===== src/rtl/bpb_assoc.sv =====
// Set-associative branch prediction buffer: SETS x WAYS entries of {valid, tag, target, counter}
// with zero-latency lookup, one resolve-stage update per cycle and per-set LRU replacement.
module bpb_assoc #(
    parameter int SETS  = 16,
    parameter int WAYS  = 2,
    parameter int CNT_W = 2,
    parameter int TAG_W = 26
) (
    input  logic        clk,
    input  logic        reset,
    input  logic        flush,
    input  logic [31:0] lookup_pc,
    output logic        hit,
    output logic        predict_taken,
    output logic [31:0] predict_target,
    input  logic        upd_en,
    input  logic [31:0] upd_pc,
    input  logic        upd_taken,
    input  logic [31:0] upd_target
);

    localparam int INDEX_W = $clog2(SETS);
    localparam int AGE_W   = (WAYS > 1) ? $clog2(WAYS) : 1;

    logic               valid_q  [SETS][WAYS];
    logic [TAG_W-1:0]   tag_q    [SETS][WAYS];
    logic [31:0]        target_q [SETS][WAYS];
    logic [CNT_W-1:0]   cnt_q    [SETS][WAYS];
    logic [AGE_W-1:0]   age_q    [SETS][WAYS];

    logic [INDEX_W-1:0] lk_idx, up_idx;
    logic [TAG_W-1:0]   lk_tag, up_tag;

    assign lk_idx = lookup_pc[INDEX_W+1:2];
    assign lk_tag = lookup_pc[INDEX_W+TAG_W+1:INDEX_W+2];
    assign up_idx = upd_pc[INDEX_W+1:2];
    assign up_tag = upd_pc[INDEX_W+TAG_W+1:INDEX_W+2];

    // Lookup reads only registered state, so same-cycle updates show up next cycle.
    always_comb begin
        hit            = 1'b0;
        predict_taken  = 1'b0;
        predict_target = '0;
        for (int w = 0; w < WAYS; w++) begin
            if (valid_q[lk_idx][w] && tag_q[lk_idx][w] == lk_tag) begin
                hit            = 1'b1;
                predict_taken  = cnt_q[lk_idx][w][CNT_W-1];
                predict_target = target_q[lk_idx][w];
            end
        end
    end

    logic             upd_hit;
    logic [AGE_W-1:0] hit_way, victim_way, touch_way, touch_age;
    logic [CNT_W-1:0] hit_cnt, cnt_nxt;

    always_comb begin
        upd_hit    = 1'b0;
        hit_way    = '0;
        victim_way = '0;
        for (int w = 0; w < WAYS; w++) begin
            if (valid_q[up_idx][w] && tag_q[up_idx][w] == up_tag) begin
                upd_hit = 1'b1;
                hit_way = AGE_W'(w);
            end
            if (age_q[up_idx][w] == AGE_W'(WAYS - 1))
                victim_way = AGE_W'(w);
        end
        // Any invalid way beats the LRU way; descending scan leaves the lowest index.
        for (int w = WAYS - 1; w >= 0; w--) begin
            if (!valid_q[up_idx][w])
                victim_way = AGE_W'(w);
        end
        touch_way = upd_hit ? hit_way : victim_way;
        touch_age = age_q[up_idx][touch_way];
        hit_cnt   = cnt_q[up_idx][hit_way];
        cnt_nxt   = hit_cnt;
        if (upd_taken && hit_cnt != {CNT_W{1'b1}})
            cnt_nxt = hit_cnt + CNT_W'(1);
        else if (!upd_taken && hit_cnt != '0)
            cnt_nxt = hit_cnt - CNT_W'(1);
    end

    always_ff @(posedge clk) begin
        if (reset) begin
            for (int s = 0; s < SETS; s++) begin
                for (int w = 0; w < WAYS; w++) begin
                    valid_q[s][w]  <= 1'b0;
                    tag_q[s][w]    <= '0;
                    target_q[s][w] <= '0;
                    cnt_q[s][w]    <= '0;
                    age_q[s][w]    <= AGE_W'(w);
                end
            end
        end else if (flush) begin
            for (int s = 0; s < SETS; s++) begin
                for (int w = 0; w < WAYS; w++)
                    valid_q[s][w] <= 1'b0;
            end
        end else if (upd_en) begin
            if (upd_hit) begin
                cnt_q[up_idx][hit_way] <= cnt_nxt;
                if (upd_taken)
                    target_q[up_idx][hit_way] <= upd_target;
            end else if (upd_taken) begin
                valid_q[up_idx][victim_way]  <= 1'b1;
                tag_q[up_idx][victim_way]    <= up_tag;
                target_q[up_idx][victim_way] <= upd_target;
                cnt_q[up_idx][victim_way]    <= CNT_W'(1) << (CNT_W - 1);
            end
            // Touch keeps the set's ages a permutation of 0..WAYS-1.
            if (upd_hit || upd_taken) begin
                for (int w = 0; w < WAYS; w++) begin
                    if (AGE_W'(w) == touch_way)
                        age_q[up_idx][w] <= '0;
                    else if (age_q[up_idx][w] < touch_age)
                        age_q[up_idx][w] <= age_q[up_idx][w] + AGE_W'(1);
                end
            end
        end
    end

endmodule


===== config.mk =====
export PLATFORM = sky130hd
export DESIGN_NAME = bpb_assoc
export DESIGN_NICKNAME = d
export VERILOG_FILES = /design/src/rtl/bpb_assoc.sv
export SDC_FILE = /design/constraint.sdc
export NUM_CORES = 2
export LEC_CHECK = 0
export ABC_CLOCK_PERIOD_IN_PS = 4800
export BUFFER_PORTS_ARGS = -buffer_cell sky130_fd_sc_hd__buf_2
export CAP_MARGIN = 25
export CORE_MARGIN = 5
export CORE_UTILIZATION = 55
export DETAILED_ROUTE_END_ITERATION = 8
export PLACE_DENSITY_LB_ADDON = 0.2
export SLEW_MARGIN = 20
export SYNTH_ARGS = -nofsm -noshare
export SYNTH_HDL_FRONTEND = slang
export SYNTH_SLANG_ARGS = --single-unit

===== constraint.sdc =====
create_clock -name clk -period 4.8 [get_ports clk]
set_input_delay 0.72 -clock clk [delete_from_list [all_inputs] [get_ports clk]]
set_output_delay 0.72 -clock clk [all_outputs]
set_load 0.01 [all_outputs]

==> qor.csv <==
metric;value;unit
core;181000;um^2
drive_above_1_share;34.1;%
max_cap_viol_count;0;
met2_usage;54.1;%
cpPeakStageDelay;0.53;ns
cp_common_cell;buf_6;
start_kind;flip-flop;
setup_viol;33;
violations;negative setup slack;
vias_per_cell;6.63;
final_nets;6759;
insertion_delay;0.87;ns
power_density;349;nW/um^2
post_layout_nonfiller_instances;9206;
comb_power_share;10.9;%
h-tree-depth;4;
end_kind;output port;
synth_flop_cell;edfxtp_1;
synthTopCellsByCount;1951 x edfxtp_1, 1443 x and2_1, 826 x mux4_2;
cp_num_cells;14;
dp.final_hpwl;201000;um
remaining_drc_errors;0;
met1_usage;40.9;%
async_flop_share;0;%
final.min_clock_period;4.98;ns
ctsHoldBuffers;0;
port_buffers;130;
power.switching;9.67;mW
drt_wl_total;309000;um
max-vdd-ir-drop;382;uV
area.growth.synth_to_final;14.9;%
ys_top_cells_by_area;edfxtp_1 58%, mux4_2 19%, and2_1 9.0%, nor3_2 1.8%, clkbuf_1 1.4%;
cts.clk_slew.worst_paths;0.06;ns
clock-root-buffer;clkbuf_16;
yosysTopAreaCell;edfxtp_1;
netSwitchingFraction;24.0;%
fin_skew;0.0350;ns
die_x;437;um
wl_per_cell;33.5;um
clock_sinks;1984;
row_count;156;
dieHeight;437;um
path_max_fanout;6;
rr_endpoint;cnt_q[2][1];
seqPwrFrac;49.5;%
synth_most_common_cell;edfxtp_1;
startpoint;tag_q[12][47];
rr_startpoint;tag_q[6][23];
start_util;55.5;%
track_usage;32.2;%
hold_violations;0;
synth-edff-count;1951;
drt_iter0_markers;8175;
placed_cells;8802;
setup_tns;-2.76;ns
ys_seq_area_share;59.0;%
cts_tree;built;
ys_ff_latch;1984;
reg2reg_slack;0.07;ns
critPathKind;flip-flop to output port;
worstSetupEndpoint;predict_target[24];
synth_warnings;0;
use_met3;5.34;%
yosysTopAreaCellShare;58.3;%
hold_path_class;primary input to flip-flop;
rsz0062_at_grt;true;
synth_area;100000;um^2
timing.critical_path.buf_inv;6;
cp_slowest_cell;mux4_2;
fillerInstances;12985;
gp_congestion;0.971;
min_period_over_period;104;%
grt_pass1_wl;443000;um
first_pass_iters;5;
intPower;30.6;mW
cp_data_required_time;4.08;ns
clockBufferDepth;3;
pwr-share-clk;39.6;%
arrival;4.26;ns
run_status;finished, violations left;
ys_types;82;
grt_start_max_net_pins;140;
crit_chain;mux4_2 -> mux4_2 -> xnor2_2 -> buf_6 -> nand4_1 -> nor4_1 -> nand4_1 -> buf_6 -> buf_12 -> buf_16 -> nor2b_1 -> buf_4 -> mux2_4 -> buf_6;
antenna_found_initial;14;
crit_family;multiplexers;
power_leakage;40.7;nW
numCtsBuffers;203;
die-area;191000;um^2
synthCells;6330;
slew_viol_final;0;
grt_pass1_vias;62047;
fin_util;63.7;%
syn_avg_cell_area;15.9;um^2
worst_pin_slew;1.22;ns
rr_worst_depth;15;
ant_nets;0;
grt_overflow_total;0;
vias;61036;
setup_ws;-0.176;ns
synth_nets;6433;
busiest_layer;met2;
fmax;201;MHz
slew_headroom;18.5;%
io_pins;135;
==> final cells by class <==
class	count	area, um^2	area share [%]
clock inverter	121	1320	1.14
timing repair buffer	813	8440	7.31
sequential	1984	59200	51.3
clock buffer	258	5350	4.63
multi-input combinational	3633	38000	32.9
antenna	6	15.0	0.0130
tap	2370	2970	2.57
inverter	21	78.8	0.0683
==> routing by layer <==
layer	wire, um	up-vias
li1	-	24888
met1	107000	31501
met2	154000	3796
met3	28900	849
met4	18800	2
met5	13	-
==> flip-flops by register name (all words and copies together) (netlist names) <==
| signal | count |
|---|---|
| valid_q | 32 |
| target_q | 1024 |
| tag_q | 832 |
| age_q | 32 |
| cnt_q | 64 |
==> worst reg2reg max path: cells and delay by family (launching register included) <==
kind,cells,cell delay (ns)
AOI/OAI and AO/OA,6,1.17
muxes,2,0.82
DFF,1,0.40
and+or+nand+nor,3,1.22
adders and majority gates,1,0.30
buffers and inverters,3,0.53
==> cell families after synthesis <==
| group | after synthesis | share of synthesized area (%) |
|---|---|---|
| xor gates and xnor gates | 104 | 0.907 |
| adders and majority gates | 2 | 0.0249 |
| DFF | 1984 | 59.0 |
| AOI/OAI and AO/OA | 239 | 1.76 |
| buffers and inverters | 713 | 3.63 |
| muxes | 983 | 20.1 |
| and+or+nand+nor | 2305 | 14.6 |
==> layout by cell type (no fill, tap or decap), types with 51 or more instances in the layout <==
master | synthesis | routed
and2_1 | 1443 | 1443
buf_12 | 3 | 169
buf_2 | 138 | 91
buf_4 | 33 | 489
clkbuf_1 | 369 | 51
clkbuf_16 | 0 | 206
edfxtp_1 | 1951 | 1951
mux2i_1 | 113 | 113
mux4_2 | 826 | 826
nand2_1 | 80 | 64
nor2_1 | 58 | 57
nor3_1 | 259 | 258
nor3_2 | 176 | 177
or2_2 | 55 | 67
xnor2_1 | 67 | 60
==> worst min path at each step <==
stage | cells past startpoint | start | slack [ns] | endpoint
2_1_floorplan | 1 | valid_q[14][0] | 0.44 | valid_q[14][0]
3_3_place_gp | 1 | valid_q[3][1] | 0.45 | valid_q[3][1]
3_5_place_dp | 1 | valid_q[15][0] | 0.46 | valid_q[15][0]
4_1_cts | 2 | upd_pc[23] | 0.34 | tag_q[1][17]
5_1_grt | 2 | upd_pc[8] | 0.36 | tag_q[6][2]
6_report | 2 | upd_pc[8] | 0.37 | tag_q[10][2]
==> stage by stage <==
| step | worst slack [ns] | total power [mW] | instance area (um^2) | hold slack [ns] |
|---|---|---|---|---|
| after CTS | -0.271 | 40.4 | 115000 | 0.335 |
| after global routing | -0.250 | 41.4 | 115000 | 0.362 |
| after floorplan | 0.00881 | 22.7 | 100000 | 0.438 |
| final | -0.176 | 40.3 | 115000 | 0.370 |
| after detailed placement | -0.648 | 24.6 | 108000 | 0.458 |
| after global placement | -1.16 | 24.5 | 108000 | 0.446 |
==> power groups by stage <==
stage / sequential, mW / clock [mW] / combinational, mW
global placement: 20.3 / 0 / 4.23
floorplan: 20.2 / 0 / 2.46
global route: 20.0 / 16.9 / 4.51
detailed placement: 20.3 / 0 / 4.26
CTS: 20.0 / 16.1 / 4.33
finish: 20.0 / 15.9 / 4.39
==> repair_timing <==
item                                    in CTS  in global routing
gates cloned                                 8                  1
pin swaps                                    8                  4
gates resized for setup                    124                 27
setup buffers                               17                  5
endpoints found under the setup margin      34                 34
(Power assumes the default switching activity.)
